**src/rtl/if_stage_fetch.sv**
```systemverilog
// Instruction-fetch stage: owns the PC, feeds a combinational instruction memory
// and captures the returned word with its PC into the IF/ID register.
module if_stage_fetch #(
  parameter logic [31:0] RESET_PC   = 32'h0000_0000,
  parameter int          IMEM_WORDS = 128,
  parameter logic [31:0] NOP_INSTR  = 32'h0000_0013,
  parameter logic [31:0] HALT_INSTR = 32'h0000_0073
) (
  input  logic        clk,
  input  logic        reset,
  input  logic        stall,
  input  logic        redirect_valid,
  input  logic [31:0] redirect_target,
  input  logic [31:0] instr_in,
  output logic [31:0] pc_out,
  output logic [31:0] ifid_instr,
  output logic [31:0] ifid_pc,
  output logic [31:0] ifid_pc_plus4,
  output logic        ifid_valid,
  output logic        halted,
  output logic        misaligned,
  output logic        out_of_range
);

  typedef enum logic [1:0] {RUN, HALTED, FAULT} state_t;

  localparam logic [31:0] PC_LIMIT = 32'(IMEM_WORDS) << 2;

  state_t      state, state_next;
  logic [31:0] pc_next, instr_next, ipc_next, ipc4_next;
  logic        valid_next, misaligned_next, oor_next;

  always_comb begin
    state_next      = state;
    pc_next         = pc_out;
    instr_next      = ifid_instr;
    ipc_next        = ifid_pc;
    ipc4_next       = ifid_pc_plus4;
    valid_next      = ifid_valid;
    misaligned_next = misaligned;
    oor_next        = out_of_range;
    case (state)
      RUN: begin
        // Redirect wins over stall; the wrong-path word in instr_in is dropped unchecked.
        if (redirect_valid) begin
          instr_next = NOP_INSTR;
          valid_next = 1'b0;
          if (redirect_target[1:0] != 2'b00) begin
            misaligned_next = 1'b1;
            state_next      = FAULT;
          end else begin
            pc_next = redirect_target;
          end
        end else if (stall) begin
          state_next = RUN;
        end else if (pc_out >= PC_LIMIT) begin
          instr_next = NOP_INSTR;
          valid_next = 1'b0;
          oor_next   = 1'b1;
          state_next = FAULT;
        end else begin
          instr_next = instr_in;
          ipc_next   = pc_out;
          ipc4_next  = pc_out + 32'd4;
          valid_next = 1'b1;
          if (instr_in == HALT_INSTR) state_next = HALTED;
          else                        pc_next    = pc_out + 32'd4;
        end
      end
      HALTED: begin
        // Halt word stays visible for one cycle, then the register drains to a bubble.
        if (!stall) begin
          instr_next = NOP_INSTR;
          valid_next = 1'b0;
        end
      end
      FAULT:   valid_next = 1'b0;
      default: state_next = FAULT;
    endcase
  end

  always_ff @(posedge clk) begin
    if (reset) begin
      state         <= RUN;
      pc_out        <= RESET_PC;
      ifid_instr    <= NOP_INSTR;
      ifid_pc       <= 32'h0;
      ifid_pc_plus4 <= 32'h0;
      ifid_valid    <= 1'b0;
      misaligned    <= 1'b0;
      out_of_range  <= 1'b0;
    end else begin
      state         <= state_next;
      pc_out        <= pc_next;
      ifid_instr    <= instr_next;
      ifid_pc       <= ipc_next;
      ifid_pc_plus4 <= ipc4_next;
      ifid_valid    <= valid_next;
      misaligned    <= misaligned_next;
      out_of_range  <= oor_next;
    end
  end

  assign halted = (state == HALTED);

endmodule

```
**config.mk**
```make
export PLATFORM = sky130hd
export DESIGN_NAME = if_stage_fetch
export DESIGN_NICKNAME = d
export VERILOG_FILES = /design/src/rtl/if_stage_fetch.sv
export SDC_FILE = /design/constraint.sdc
export NUM_CORES = 1
export LEC_CHECK = 0
export ABC_AREA = 1
export CAP_MARGIN = 20
export CORE_UTILIZATION = 30
export CTS_BUF_LIST = sky130_fd_sc_hd__clkbuf_16
export DETAILED_ROUTE_END_ITERATION = 8
export DONT_BUFFER_PORTS = 1
export PLACE_DENSITY = 0.54
export REMOVE_ABC_BUFFERS = 1
export SLEW_MARGIN = 20
export SYNTH_ARGS = -nofsm -noshare
export SYNTH_HDL_FRONTEND = slang
export SYNTH_SLANG_ARGS = --single-unit
```
**constraint.sdc**
```tcl
create_clock -name clk -period 4.6 [get_ports clk]
set_input_delay 0.69 -clock clk [delete_from_list [all_inputs] [get_ports clk]]
set_output_delay 0.69 -clock clk [all_outputs]
set_load 0.02 [all_outputs]
```
==> impl_metrics.py, run 1 <==
metrics = {
    "grt": {
        "antenna_found_initial": 0,
        "grt_use_met2": 0.233,
        "overflow": 0,
        "use_met3": 0.0762,
        "grt_max_degree": 82,
        "grt_busiest_layer": "met2",
        "grt_pass1_vias": 4008,
        "grt_use_total": 0.151,
        "met1_usage": 0.179,
        "grt_first_pass_wirelength_um": 21100,
    },
    "pwr": {
        "max-vdd-ir-drop_mv": 0.313,
        "power.density_nw_per_um2": 563,
        "power.leakage_nw": 2.34,
    },
    "setup_path": {
        "crit_required_ns": 4.89,
        "path_class": "reg2reg",
        "worstPathMaxFanout": 30,
        "critical_path.startpoint_type": "flop",
        "crit_arrival_ns": 3.16,
        "crit_path_end_kind": "flop",
    },
    "die": {
        "ios": 200,
        "die_x_um": 135,
        "initial_core_util": 0.306,
        "fp-row-count": 48,
        "die-height_um": 135,
        "core_area_um2": 17200,
        "die_area_um2": 18100,
    },
    "place": {
        "place_area_um2": 5380,
        "dpl.cell_count": 893,
        "io_buffers": 0,
        "place.detailed.hpwl_um": 9210,
        "gp_congestion": 0.760,
        "dp_slack_ns": 1.70,
    },
    "layout": {
        "layoutNonFillerInstCount": 925,
        "drive_above_1_share": 0.110,
        "fin_nets": 760,
        "fill_cells": 1853,
        "diodes": 0,
        "syn_to_final_growth_pct": 13.1,
        "design_area_um2": 5960,
    },
    "timing": {
        "slew_headroom": 0.306,
        "setup_ws_ns": 1.73,
        "timing.final.crit_share": 0.625,
        "maxSlewViolCount": 0,
        "tns_ns": 0,
        "hold_viol_final": 0,
        "fin_worst_skew_ns": 0.0133,
        "setup_viol": 0,
        "min_period_ns": 2.87,
        "worst_pin_slew_ns": 1.04,
        "fin_hold_ws_ns": 0.347,
        "fmax_ghz": 0.348,
        "rsz0062_at_grt": "no",
    },
    "route": {
        "final_antenna_net_count": 0,
        "viasPerCell": 4.61,
        "drt_first_pass_iters": 4,
        "wire_per_inst_um": 14.9,
        "drc": 0,
        "drt_iter0_markers": 174,
        "vias": 4268,
        "drt_wl_total_um": 13800,
    },
    "clock_tree": {
        "cts_sinks": 131,
        "clock_latency_ns": 0.41,
        "root_buffer": "clkbuf_16",
        "clkTransAtPathRegs_ns": 0.06,
        "cts.repair.resized": 0,
        "cts_tree": "yes",
        "holdBufCountCts": 0,
        "htreeDepth": 4,
        "cts.path.max_buffers": 2,
        "cts_made_buffers": 17,
        "post_cts_buffers": 0,
    },
    "yosys": {
        "netlist_instances": 703,
        "synth_cell_type_count": 38,
        "synth-edff-count": 0,
        "ys_top_cells_by_count": "171 x nand2_1, 154 x nor2_1, 131 x dfxtp_1",
        "yosys-top-cells-area": "dfxtp_1 50%, nand2_1 12%, nor2_1 11%, o21ai_0 3.2%, a21oi_1 2.9%",
        "async_reset_ff_frac": 0,
        "synth-seq-area-share": 0.498,
        "syn_area_um2": 5270,
        "synth_top_area_frac": 0.498,
        "yosysTopAreaCell": "dfxtp_1",
        "synth_most_common_cell": "nand2_1",
        "synth_area_per_cell_um2": 7.49,
        "yosysWarningCount": 0,
        "synth_ff_type": "dfxtp_1",
        "synth-seq-cells": 131,
    },
    "outcome": {
        "status": "complete, no violations",
    },
    "flow_run": {
        "max-cap-violations": 0,
    },
    "hold_path": {
        "hold_class": "in2reg",
    },
}
[final timing paths]
path	start	to	cells past startpoint	slack, ns
min	reset	ifid_pc[14]$_SDFFE_PP0P_	1	0.35
max	state[1]$_SDFFE_PP0P_	ifid_instr[19]$_SDFFE_PP0P_	10	1.73
min reg2reg	state[0]$_SDFFE_PP0P_	state[0]$_SDFFE_PP0P_	2	0.51
max reg2reg	state[1]$_SDFFE_PP0P_	ifid_instr[19]$_SDFFE_PP0P_	10	1.73
[per-layer routing]
layer / share of wire / routed length, um
met1: 0.44 / 6020
met2: 0.45 / 6240
met3: 0.098 / 1350
met4: 0.012 / 172
met5: 0 / 0
[power by group]
group,internal [mW],switching [mW]
registers,1.24,0.230
logic,0.174,0.382
clock network,0.802,0.527
[final cells by class]
cell class | count | area, um2 | share of cell area
Multi-Input combinational cell | 495 | 2310 | 0.388
Tap cell | 225 | 282 | 0.0472
Sequential cell | 131 | 2620 | 0.440
Inverter | 40 | 150 | 0.0252
Clock inverter | 15 | 155 | 0.0260
Clock buffer | 17 | 425 | 0.0714
Timing Repair Buffer | 2 | 15.0 | 0.00252
[placed cells by master (no fill, tap or decap), types with 2 or more instances in the layout]
| cell | instances |
|---|---|
| a21oi_2 | 10 |
| and2_0 | 2 |
| o22ai_1 | 3 |
| a31oi_1 | 2 |
| clkinv_1 | 2 |
| buf_4 | 2 |
| o211ai_1 | 14 |
| nand4_1 | 5 |
| clkinvlp_4 | 2 |
| clkbuf_16 | 17 |
| nor2_2 | 14 |
| nand3_1 | 11 |
| inv_2 | 4 |
| dfxtp_1 | 131 |
| o31ai_1 | 2 |
| inv_1 | 35 |
| o21ai_0 | 34 |
| clkinv_2 | 3 |
| a21oi_1 | 31 |
| o21ai_1 | 5 |
| clkinv_4 | 3 |
| bufinv_16 | 2 |
| nand2_2 | 11 |
| nand3_2 | 2 |
| ha_1 | 5 |
| xor2_1 | 6 |
| a21o_1 | 2 |
| nor3_1 | 4 |
| inv_6 | 4 |
| nand2_1 | 170 |
| nor2_1 | 154 |
[kinds of logic after synthesis]
kind of cell / share of synthesized area
flip-flops: 0.498
adder cells (fa/ha/maj): 0.0119
AO/OA/AOI/OAI: 0.118
XOR/XNOR: 0.0116
AND/OR/NAND/NOR: 0.296
buffers and inverters: 0.0641
[metrics by stage]
stage | utilization | power (mW)
2_1_floorplan | - | 1.88
3_3_place_gp | 0.312 | 2.06
3_5_place_dp | 0.312 | 2.06
4_1_cts | 0.346 | 3.41
5_1_grt | 0.346 | 3.55
6_report | 0.346 | 3.35
[flip-flops by register name, indices dropped and copies added (netlist names)]
signal / cells
state: 2
ifid_pc: 32
out_of_range: 1
ifid_instr: 32
ifid_pc_plus4: 30
pc_out: 32
misaligned: 1
ifid_valid: 1
[critical path, cell delays in order, from the launching register on]
cell      delay (ns)
dfxtp_1         0.31
inv_1           0.09
ha_1            0.37
nand2_1         0.13
nand3_1         0.10
buf_4           0.32
inv_2           0.10
nand3_2         0.12
clkinv_1        0.80
nand2_1         0.30
a21oi_1         0.09
Note: power is estimated with default switching activity, not from simulation.
==> run 2, diff against run 1 <==
Clock period 4.6 ns to 2.9 ns, I/O delays scaled along.
==> impl_metrics.py, run 2 (same netlist as run 1, synthesis figures left out) <==
metrics = {
    "layout": {
        "fin_util": 0.349,
        "layout_common_cells": "170 x nand2_1, 154 x nor2_1, 131 x dfxtp_1",
        "fin_nets": 768,
        "multi_input_area_um2": 2310,
        "final_common_cell": "nand2_1",
        "seqCellArea_um2": 2620,
        "diodes": 0,
        "layoutNonFillerInstCount": 933,
        "reg_top3": "ifid_instr (32), ifid_pc (32), pc_out (32)",
        "syn_to_final_growth_pct": 14.3,
        "design_area_um2": 6020,
        "drive_above_1_share": 0.119,
        "fill_cells": 1845,
    },
    "die": {
        "initial_core_util": 0.306,
        "fp-row-count": 48,
        "ios": 200,
        "die-height_um": 135,
        "die_x_um": 135,
        "core_area_um2": 17200,
        "die_area_um2": 18100,
    },
    "grt": {
        "grt_pass1_vias": 3848,
        "met1_usage": 0.193,
        "grt_busiest_layer": "met2",
        "grt_first_pass_wirelength_um": 21100,
        "antenna_found_initial": 0,
        "grt_max_degree": 82,
        "grt_use_met2": 0.232,
        "overflow": 0,
        "grt_use_total": 0.152,
        "use_met3": 0.0687,
    },
    "route": {
        "vias": 4288,
        "wire_per_inst_um": 15.0,
        "drt_iter0_markers": 176,
        "drt_wl_total_um": 14000,
        "drc": 0,
        "drt_first_pass_iters": 4,
        "viasPerCell": 4.60,
        "final_antenna_net_count": 0,
    },
    "setup_path": {
        "worstPathMaxFanout": 29,
        "critical_path.startpoint_type": "flop",
        "r2r-start": "state[1]$_SDFFE_PP0P_",
        "timing.rr.end": "ifid_instr[15]$_SDFFE_PP0P_",
        "crit_path_end_kind": "flop",
        "reg2reg_slack_ns": 0.47,
        "path_class": "reg2reg",
        "worst-r2r-cell-count": 9,
        "crit_end": "ifid_instr[15]$_SDFFE_PP0P_",
        "crit_required_ns": 3.19,
        "crit_arrival_ns": 2.71,
        "crit_start": "state[1]$_SDFFE_PP0P_",
    },
    "hold_path": {
        "hold_class": "in2reg",
    },
    "clock_tree": {
        "cts_sinks": 131,
        "post_cts_buffers": 0,
        "htreeDepth": 4,
        "cts_made_buffers": 17,
        "clkTransAtPathRegs_ns": 0.06,
        "holdBufCountCts": 0,
        "cts_tree": "yes",
        "cts.path.max_buffers": 2,
        "clock_latency_ns": 0.41,
        "root_buffer": "clkbuf_16",
        "cts.repair.resized": 0,
    },
    "place": {
        "dpl.cell_count": 901,
        "io_buffers": 0,
        "place_area_um2": 5440,
        "gp_congestion": 0.762,
        "place.detailed.hpwl_um": 9360,
    },
    "timing": {
        "setup_viol": 0,
        "fin_worst_skew_ns": 0.00988,
        "timing.final.crit_share": 0.837,
        "fmax_ghz": 0.412,
        "slew_headroom": 0.333,
        "maxSlewViolCount": 0,
        "rsz0062_at_grt": "no",
        "hold_viol_final": 0,
        "worst_pin_slew_ns": 0.995,
        "tns_ns": 0,
        "min_period_ns": 2.43,
    },
    "outcome": {
        "status": "complete, no violations",
    },
    "flow_run": {
        "max-cap-violations": 0,
    },
    "pwr": {
        "power.density_nw_per_um2": 892,
        "max-vdd-ir-drop_mv": 0.417,
        "power.leakage_nw": 2.38,
        "power.total_mw": 5.37,
    },
}
==> run 2: metal layers <==
layer,vias to the layer above,share of wire
met5,-,0
met2,130,0.46
met4,0,0.010
li1,2211,-
met3,11,0.084
met1,1936,0.45
==> run 2: worst max-delay path, cell delays in order (launching register included) <==
cell and delay (ns):
dfxtp_1 0.31, inv_1 0.08, ha_1 0.37, nand2_1 0.12, nand3_1 0.13, inv_2 0.06, nand3_2 0.10, clkinv_1 0.77
nand2_1 0.26, a21oi_1 0.09
==> run 2: worst min-delay path by stage <==
| stage | from | end | slack [ns] | depth (start not counted) |
|---|---|---|---|---|
| 5_1_grt | reset | ifid_pc[27]$_SDFFE_PP0P_ | 0.07 | 1 |
| 2_1_floorplan | state[0]$_SDFFE_PP0P_ | state[0]$_SDFFE_PP0P_ | 0.47 | 2 |
| 3_5_place_dp | state[0]$_SDFFE_PP0P_ | state[0]$_SDFFE_PP0P_ | 0.50 | 2 |
| 4_1_cts | reset | ifid_pc_plus4[28]$_SDFFE_PP0P_ | 0.07 | 1 |
| 6_report | reset | ifid_pc_plus4[28]$_SDFFE_PP0P_ | 0.09 | 1 |
| 3_3_place_gp | state[0]$_SDFFE_PP0P_ | state[0]$_SDFFE_PP0P_ | 0.50 | 2 |
==> run 2: metrics by stage <==
stage                     hold WS (ns)  setup slack, ns
after floorplan                  0.472            0.392
after global placement           0.496            0.435
after detailed placement         0.501            0.425
after CTS                       0.0709            0.419
after global routing            0.0655            0.187
final                           0.0915            0.474
==> run 2: layout make-up <==
cell class              count  share of cell area
flip-flops and latches    131               0.436
multi-input cells         495               0.384
clock buffers              17              0.0707
well taps                 225              0.0468
clock inverters            15              0.0256
inverters                  40              0.0249
repair buffers             10              0.0125
==> run 2: power breakdown <==
group,total [mW],switching [mW],internal (mW),leakage [nW]
registers,2.29,0.324,1.97,1.06
logic,0.950,0.653,0.296,1.04
clock network,2.13,0.858,1.27,0.279
total,5.37,1.84,3.53,2.38
